$ cat config.mk
export PLATFORM = sky130hd
export DESIGN_NAME = clock_switch_ctrl
export DESIGN_NICKNAME = d
export VERILOG_FILES = /design/src/rtl/clock_switch_ctrl.sv
export SDC_FILE = /design/constraint.sdc
export NUM_CORES = 1
export LEC_CHECK = 0
export ABC_AREA = 1
export BUFFER_PORTS_ARGS = -buffer_cell sky130_fd_sc_hd__buf_2
export CORE_MARGIN = 1
export CORE_UTILIZATION = 55
export CTS_CLUSTER_SIZE = 28
export DETAILED_ROUTE_END_ITERATION = 10
export MAX_ROUTING_LAYER = met4
export PLACE_DENSITY = 0.82
export SLEW_MARGIN = 5
export SYNTH_ARGS = -nofsm -noshare
export SYNTH_HDL_FRONTEND = slang
export SYNTH_SLANG_ARGS = --single-unit
export TNS_END_PERCENT = 30
$ cat constraint.sdc
create_clock -name usb_clk -period 1.6 [get_ports usb_clk]
set_clock_uncertainty 0.2 [all_clocks]
set_input_delay 0.32 -clock usb_clk [delete_from_list [all_inputs] [get_ports usb_clk]]
set_output_delay 0.32 -clock usb_clk [all_outputs]
set_load 0.005 [all_outputs]
$ cat src/rtl/clock_switch_ctrl.sv
// Glitch-free sequencer for the crypto clock-select register: quiesce the target,
// confirm the new source is alive, switch with the output off, settle, then release.
module clock_switch_ctrl #(
  parameter int QUIESCE_CYC  = 16,
  parameter int SETTLE_CYC   = 64,
  parameter int LOCK_TIMEOUT = 4096,
  parameter int ACT_WINDOW   = 256,
  parameter int ACT_MIN      = 8
) (
  input  logic       usb_clk,
  input  logic       rst_n,
  input  logic       cfg_wr,
  input  logic [4:0] cfg_data,
  input  logic       j16_sel,
  input  logic       pll_locked,
  input  logic       cw_clkin_smp,
  input  logic       err_clr,
  output logic [4:0] clock_reg_o,
  output logic       target_rst_n,
  output logic       busy,
  output logic       ext_alive,
  output logic [1:0] err_o
);

  localparam logic [2:0] IDLE    = 3'd0;
  localparam logic [2:0] QUIESCE = 3'd1;
  localparam logic [2:0] CHECK   = 3'd2;
  localparam logic [2:0] SWITCH  = 3'd3;
  localparam logic [2:0] RELEASE = 3'd4;

  localparam int CNT_MAX = (LOCK_TIMEOUT > SETTLE_CYC) ?
                           ((LOCK_TIMEOUT > QUIESCE_CYC) ? LOCK_TIMEOUT : QUIESCE_CYC) :
                           ((SETTLE_CYC > QUIESCE_CYC) ? SETTLE_CYC : QUIESCE_CYC);
  localparam int CNT_W = $clog2(CNT_MAX + 1);
  localparam int WIN_W = $clog2(ACT_WINDOW);
  localparam int ACT_W = $clog2(ACT_WINDOW + 1);

  function automatic logic src_ext(input logic [4:0] c, input logic j);
    return (c[2:0] == 3'b101) | (~c[0] & j);
  endfunction

  function automatic logic [4:0] force_cfg(input logic [4:0] c, input logic j);
    return src_ext(c, j) ? 5'b00101 : 5'b00001;
  endfunction

  logic             pll_meta, pll_sync;
  logic             j16_meta, j16_sync;
  logic             smp_meta, smp_sync, smp_prev;
  logic [WIN_W-1:0] win_cnt;
  logic [ACT_W-1:0] act_cnt, act_inc;
  logic             smp_rise;

  logic [2:0]       state;
  logic [CNT_W-1:0] cnt, cnt_inc;
  logic [4:0]       target, cur_cfg, pend_cfg, sw_cfg, req_cfg;
  logic             pend_vld, j16_used;
  logic             tgt_ext, cond_ok, timed_out, req_new;
  logic [1:0]       err_set;

  // Synchronisers run through reset so they already track their inputs at reset exit.
  always_ff @(posedge usb_clk) begin
    pll_meta <= pll_locked;
    pll_sync <= pll_meta;
    j16_meta <= j16_sel;
    j16_sync <= j16_meta;
    smp_meta <= cw_clkin_smp;
    smp_sync <= smp_meta;
    smp_prev <= smp_sync;
  end

  assign smp_rise = smp_sync & ~smp_prev;
  assign act_inc  = (act_cnt == ACT_W'(ACT_WINDOW)) ? act_cnt : act_cnt + ACT_W'(smp_rise);

  always_ff @(posedge usb_clk or negedge rst_n) begin
    if (!rst_n) begin
      win_cnt   <= '0;
      act_cnt   <= '0;
      ext_alive <= 1'b0;
    end else if (win_cnt == WIN_W'(ACT_WINDOW - 1)) begin
      win_cnt   <= '0;
      act_cnt   <= '0;
      ext_alive <= (act_inc >= ACT_W'(ACT_MIN));
    end else begin
      win_cnt <= win_cnt + WIN_W'(1);
      act_cnt <= act_inc;
    end
  end

  always_comb begin
    tgt_ext   = src_ext(target, j16_sync);
    cond_ok   = tgt_ext ? ext_alive : pll_sync;
    timed_out = (cnt == CNT_W'(LOCK_TIMEOUT - 1));
    cnt_inc   = (cnt == CNT_W'(CNT_MAX)) ? cnt : cnt + CNT_W'(1);
    err_set   = 2'b00;
    sw_cfg    = target;
    if (state == CHECK && !cond_ok && timed_out) begin
      err_set = tgt_ext ? 2'b10 : 2'b01;
      // A dead external clock falls back to the safe default source.
      if (tgt_ext) sw_cfg = 5'b00001;
    end
    req_new = cfg_wr | pend_vld;
    req_cfg = cfg_wr ? cfg_data : pend_cfg;
  end

  assign busy = (state != IDLE);

  always_ff @(posedge usb_clk or negedge rst_n) begin
    if (!rst_n) begin
      state        <= CHECK;
      cnt          <= '0;
      target       <= 5'b00001;
      cur_cfg      <= 5'b00001;
      pend_cfg     <= 5'b00000;
      pend_vld     <= 1'b0;
      j16_used     <= 1'b0;
      clock_reg_o  <= 5'b00001;
      target_rst_n <= 1'b0;
      err_o        <= 2'b00;
    end else begin
      err_o <= (err_clr ? 2'b00 : err_o) | err_set;
      if (cfg_wr && (state == QUIESCE || state == CHECK || state == SWITCH)) begin
        pend_vld <= 1'b1;
        pend_cfg <= cfg_data;
      end
      case (state)
        IDLE: begin
          // DIP changes in DIP mode are re-sequenced rather than applied live.
          if (cfg_wr || (!cur_cfg[0] && (j16_sync != j16_used))) begin
            target       <= cfg_wr ? cfg_data : cur_cfg;
            state        <= QUIESCE;
            cnt          <= '0;
            clock_reg_o  <= force_cfg(cur_cfg, j16_used);
            target_rst_n <= 1'b0;
          end
        end
        QUIESCE: begin
          if (cnt == CNT_W'(QUIESCE_CYC - 1)) begin
            state <= CHECK;
            cnt   <= '0;
          end else begin
            cnt <= cnt_inc;
          end
        end
        CHECK: begin
          if (cond_ok || timed_out) begin
            state       <= SWITCH;
            cnt         <= '0;
            target      <= sw_cfg;
            clock_reg_o <= force_cfg(sw_cfg, j16_sync);
            j16_used    <= j16_sync;
          end else begin
            cnt <= cnt_inc;
          end
        end
        SWITCH: begin
          if (cnt == CNT_W'(SETTLE_CYC - 1)) begin
            state       <= RELEASE;
            cnt         <= '0;
            clock_reg_o <= target;
            cur_cfg     <= target;
          end else begin
            cnt <= cnt_inc;
          end
        end
        RELEASE: begin
          if (req_new) begin
            target       <= req_cfg;
            pend_vld     <= 1'b0;
            state        <= QUIESCE;
            cnt          <= '0;
            clock_reg_o  <= force_cfg(cur_cfg, j16_used);
            target_rst_n <= 1'b0;
          end else begin
            state        <= IDLE;
            target_rst_n <= 1'b1;
          end
        end
        default: state <= IDLE;
      endcase
    end
  end

endmodule

# ---- Word-level counts from Yosys, hierarchy flattened
# Index checks and enable logic that the tools add are counted.
dict set report totals {
  register_bits 66
  out_inout_bits 10
  word_cells 124
  in_bits 12
}
dict set report op_classes {
  n_bitwise 13
  order_cmp 1
  n_mux 41
  n_eq_ne 21
  n_reduce_logical 24
  addsub 3
}
# cell count
set op_table {}
lappend op_table {{$mux W13} 6}
lappend op_table {{$pmux W13 S5} 1}
lappend op_table {{$mux W5} 11}
lappend op_table {{$pmux W5 S4} 1}
lappend op_table {{$mux W3} 6}
lappend op_table {{$mux W9} 2}
lappend op_table {{$pmux W3 S5} 1}
lappend op_table {{$pmux W5 S3} 1}
lappend op_table {{$add A13 B1 Y13 const B} 1}
lappend op_table {{$eq A13 B12 Y1 const B} 1}
lappend op_table {{$eq A13 B13 Y1 const B} 1}
lappend op_table {{$eq A13 B4 Y1 const B} 1}
lappend op_table {{$eq A13 B6 Y1 const B} 1}
lappend op_table {{$eq A3 B3 Y1 const B} 4}
lappend op_table {{$add A9 B1 Y9} 1}
lappend op_table {{$eq A9 B9 Y1 const B} 1}
lappend op_table {{$ge A9 B4 Y1 const B} 1}
lappend op_table {{$add A8 B1 Y8 const B} 1}
lappend op_table {{$eq A8 B8 Y1 const B} 1}
lappend op_table {{$mux W8} 1}
lappend op_table {{$ne A2 B1 Y1 const B} 4}
lappend op_table {{$reduce_and A4 Y1} 2}
lappend op_table {{$mux W1} 7}
lappend op_table {{$eq A3 B2 Y1 const B} 2}
lappend op_table {{21 further kinds} 44}

# ---- Longest topological paths before layout
dict set report depth {
  word_depth 14
  depth_mapped 12
  ltp_nobuf 12
}

# ---- Least setup slack after synthesis
# Ideal clock, no wire load.
dict set report synth_timing {
  path_type {flip-flop to flip-flop}
  from {reg target[0]}
  to {reg clock_reg_o[1]}
  n_path_buf 0
  period_less_slack_ps 1740
  setup_time_ps 117
  stages_incl_launch_ff 12
  t_arrival_ps 1422
  setup_slack_ps -140
  t_required_ps 1283
  path_cell_list {dfstp_2 > inv_1 > nand2_1 > nand2_1 > nand2_1 > nand2_1 > nand3_2 > nand2_2 > nor2_4 > inv_2 > nand2_1 > nand2_1}
}
dict set report synth_via {
  elab_chain_cells 7
  elab_cells_between_ends 8
  classes_between {2 x eq/ne; 1 x mux; 3 x bitwise; 2 x reduce/logical}
}
# item line_no
set synth_lines {}
lappend synth_lines {{start: declaration} 55} ;# logic [4:0] target, cur_cfg, pend_cfg, sw_cfg, req_cfg;
lappend synth_lines {{start signal: assignment} 129} ;# target <= cfg_wr ? cfg_data : cur_cfg;
lappend synth_lines {{start signal: assignment} 148} ;# target <= sw_cfg;
lappend synth_lines {{start signal: assignment} 167} ;# target <= req_cfg;
lappend synth_lines {{$not A1 Y1} 39} ;# return (c[2:0] == 3'b101) | (~c[0] & j);
lappend synth_lines {{$and A1 B1 Y1} 39}
lappend synth_lines {{$or A1 B1 Y1 *} 39}
lappend synth_lines {{$mux W1 *} 91} ;# cond_ok = tgt_ext ? ext_alive : pll_sync;
lappend synth_lines {{$logic_or A1 B1 Y1 *} 145} ;# if (cond_ok || timed_out) begin
lappend synth_lines {{$ne A2 B1 Y1 (no source line) *} -}
lappend synth_lines {{$reduce_and A5 Y1 (no source line) *} -}
lappend synth_lines {{end signal: assignment} 149} ;# clock_reg_o <= force_cfg(sw_cfg, j16_sync);
lappend synth_lines {{end signal: assignment} 159} ;# clock_reg_o <= target;
lappend synth_lines {{end signal: assignment} 171} ;# clock_reg_o <= force_cfg(cur_cfg, j16_used);
lappend synth_lines {{end: declaration} 18} ;# output logic [4:0] clock_reg_o,
# Every way passes the cells marked *; elsewhere a longest branch is shown, timed or not.
# A chain may end at the register's enable or synchronous reset.

# ---- Worst setup path in the final report
dict set report layout_timing {
  from {reg cnt[0]}
  to {reg clock_reg_o[4]}
}
dict set report layout_via {
  elab_chain_cells 4
  elab_cells_between_ends 6
  classes_between {4 x eq/ne; 2 x reduce/logical}
}
# item line_no
set layout_lines {}
lappend layout_lines {{start: declaration} 54} ;# logic [CNT_W-1:0] cnt, cnt_inc;
lappend layout_lines {{start signal: assignment} 141} ;# cnt <= cnt_inc;
lappend layout_lines {{start signal: assignment} 152} ;# cnt <= cnt_inc;
lappend layout_lines {{start signal: assignment} 162} ;# cnt <= cnt_inc;
lappend layout_lines {{$eq A13 B12 Y1} 92} ;# timed_out = (cnt == CNT_W'(LOCK_TIMEOUT - 1));
lappend layout_lines {{$logic_or A1 B1 Y1} 145}
lappend layout_lines {{$ne A2 B1 Y1 (no source line)} -}
lappend layout_lines {{$reduce_and A5 Y1 (no source line) *} -}
# Marked as above.

==> metrics.md <==
| Metric | Value |
|---|---|
| Worst Path Arrival | `1.98 ns` |
| Antenna viol nets, final | `0` |
| Final nets | `583` |
| Switching portion of total power | `26.9%` |
| Mean post-synth cell area | `8.00 um2` |
| GR Layer Usage met2 | `56.4%` |
| Clock root buffer | `clkbuf_8` |
| Least-Margin Pin Slew | `0.406 ns` |
| I/O Buffers | `21` |
| Pint | `2.80 mW` |
| GRT busiest layer | `met2` |
| FF-to-FF setup slack | `-0.35 ns` |
| Grt ovf | `0` |
| Clock transition at path regs | `0.08 ns` |
| Total area of multi-input combinational cells | `1970 um2` |
| Tcrit/Tclk final | `122%` |
| Crit end category | `register` |
| Drt first pass iters | `5` |
| H-tree depth | `3` |
| Required time worst endpoint | `1.63 ns` |
| DP HPWL | `6.28 mm` |
| Synthesized net count | `463` |
| RR Endpoint | `clock_reg_o[4]` |
| Clock share of power | `38.0%` |
| Share of power burned in registers | `49.6%` |
| Sw power | `1.03 mW` |
| Total wire length | `10.2 mm` |
| DRC errors left | `0` |
| Initial DRC count | `245` |
| Unique masters post-synth | `39` |
| Max-Cap Viols | `0` |
| Final WS setup | `-0.349 ns` |
| FF-to-FF Start | `cnt[0]` |
| Layout cell share with drive strength beyond 1 | `38.2%` |
| TNS Setup | `-8.87 ns` |
| Most common cell after layout, fill and taps aside | `nand2_1` |
| Vias in the first global route | `3,469` |
| Pwr per Cell Area | `772 nW/um2` |
| Status | `finished with violations` |
| Final hold viol count | `0` |
| Initial antenna violation count | `0` |
| EDFF count, synth | `0` |
| GR Util met3 | `6.92%` |
| Async S/R FF share, synth | `89.4%` |
| Final setup violation count | `43` |
| GR Util met1 | `36.4%` |
| Synthesized cell area | `3570 um2` |
| Violated checks | `setup timing` |
| CTS buffer count | `9` |
| RD Place Congestion | `0.938` |
| Die H | `82.5 um` |
| Skew-Pair Late Insertion Delay | `0.35 ns` |
| Crit path time final | `1.95 ns` |
| Pins Over Slew Limit | `0` |
| Mapped Cells | `446` |
| Crit path to | `clock_reg_o[4]` |
| Slew headroom | `72.7%` |
| Die ar. | `6810 um2` |
| Fillers | `320` |
| Max Fclk | `513 MHz` |
| Worst vdd ir | `816 uV` |
| Top_reg_cell synth | `dfrtp_1` |
| GRT Total Usage | `32.5%` |
| Width of the die | `82.5 um` |
| Yosys reg bits | `66` |
| RSZ-0062 raised after global routing | `yes` |
| Sequential cell area in the final layout | `1620 um2` |
| IO Count | `22` |
| Crit start category | `register` |
| Clock sink count | `66` |
| YS warnings | `0` |
| Hold WC Path Type | `input port to register` |
| Clock Path Buffers | `2` |
| Avg WL per Cell | `15.8 um` |
| Placement Setup Slack | `-0.263 ns` |
| CTS tree | `done` |
| Worst setup path class | `register to register` |
| DR vias | `3,499` |
| Antenna fix cells | `0` |
| Critical path origin | `cnt[0]` |
| Synth-to-layout area growth | `38.8%` |
| # rows | `28` |
| Gate power share | `12.5%` |
| Crit-path max FO | `6` |
| Pin count of the biggest net entering global routing | `60` |
| Core area | `6100 um2` |
| Avg Vias per Cell | `5.42` |
| First-pass GRT wire length | `15.7 mm` |
| Reg2Reg Depth | `12` |
| Sequential share of the synthesized area | `45.5%` |
| Leading cell types in the layout, fill and taps excluded | `103 x nand2_1, 80 x buf_4, 55 x dfrtp_1, 42 x inv_1, 36 x nor2_1` |
| Initial core utilization | `58.5%` |
| Lkg Pwr | `2.45 nW` |
## how the worst min path moves through the flow
stage,startpoint,endpoint,slack [ns],depth (start not counted)
floorplan,rst_n,act_cnt[0],-0.18,0
global placement,j16_meta,j16_sync,0.11,0
detailed placement,smp_meta,smp_sync,0.12,0
CTS,cfg_data[4],pend_cfg[4],0.01,2
global route,cfg_data[4],pend_cfg[4],0.01,2
finish,cfg_data[4],pend_cfg[4],0.02,2
## cell usage after synthesis, types with 4 or more instances
library cell  number  area share [%]
dfxtp_1            7             3.9
dfstp_2            4             2.9
nand3_1           38             5.3
nor2_4             7             2.2
inv_2             10             1.1
nand4_1            9             1.6
ha_1               5             1.8
a21oi_1           19             2.7
o21ai_1            4            0.56
o21ai_0           17             2.4
nor2_1            43             4.5
nor2_2             4            0.70
dfrtp_1           55              39
mux2_2             4             1.3
nand2_1          116              12
inv_1             46             4.8
nand2_2           11             1.9
xor2_1            10             2.5
## cells by family after synthesis
group / synth area share (%)
simple gates: 33.4
xor+xnor: 3.19
mux: 1.26
flops: 45.5
buf+inv: 6.98
compound gates: 7.93
fa+ha+maj: 1.75
## repair_timing
action | in CTS | in global routing
setup endpoints to repair | 55 | 50
pin swaps | 13 | 16
resized for setup | 39 | 30
setup buffers | 6 | 3
endpoints found under the hold margin | 60 | 0
cloned | 1 | 0
hold buffers | 5 | 0
## critical path: stages, from the launching register on
cell and delay (ns):
dfrtp_1 0.42, ha_4 0.17, nand2_4 0.06, nor2_4 0.14, nand2_2 0.10, inv_2 0.11
nand2_4 0.08, nand3_4 0.13, nand2_4 0.06, nor2_4 0.16, inv_2 0.08, nand2_1 0.06
nand2_1 0.06
## per-layer routing
metal / vias to the layer above / routed length (um)
li1: 1672 / -
met1: 1650 / 4150
met2: 141 / 5200
met3: 36 / 536
met4: 0 / 330
met5: - / 0
## cell type report
| type | instances | area share, % |
|---|---|---|
| multi-input cells | 319 | 39.9 |
| flip-flops and latches | 66 | 32.8 |
| repair buffers | 112 | 16.8 |
| inverters | 58 | 4.60 |
| clock buffers | 14 | 3.29 |
| well taps | 75 | 1.90 |
| clock inverters | 2 | 0.758 |
## per-stage QoR
stage               instances  power [mW]  hold WS, ns  cell area (um2)  util (%)
finish                    646        3.82       0.0216             4950      81.2
global route              646        3.96       0.0100             4950      81.2
CTS                       643        3.79       0.0130             4810      78.9
detailed placement        615        2.25        0.117             4350      71.3
global placement          615        2.22        0.112             4350      71.3
floorplan                 446        2.04       -0.176             3590         -
## power by group through the flow
stage	Combinational (mW)	Clock, mW	Sequential [mW]
after floorplan	0.186	0	1.86
after global placement	0.347	0	1.87
after detailed placement	0.371	0	1.88
after CTS	0.445	1.46	1.88
after global routing	0.516	1.54	1.91
final	0.476	1.45	1.90
## state kept, by name (all words and copies together) (netlist names)
| register | count |
|---|---|
| state | 3 |
| target_rst_n | 1 |
| j16_sync | 1 |
| cnt | 13 |
| pll_meta | 1 |
| pend_vld | 1 |
| err_o | 2 |
| j16_used | 1 |
| smp_meta | 1 |
| act_cnt | 9 |
| ext_alive | 1 |
| clock_reg_o | 5 |
| cur_cfg | 5 |
| pend_cfg | 5 |
| smp_prev | 1 |
| pll_sync | 1 |
| target | 5 |
| win_cnt | 8 |
| smp_sync | 1 |
| j16_meta | 1 |
Note: power is estimated with default switching activity, not from simulation.
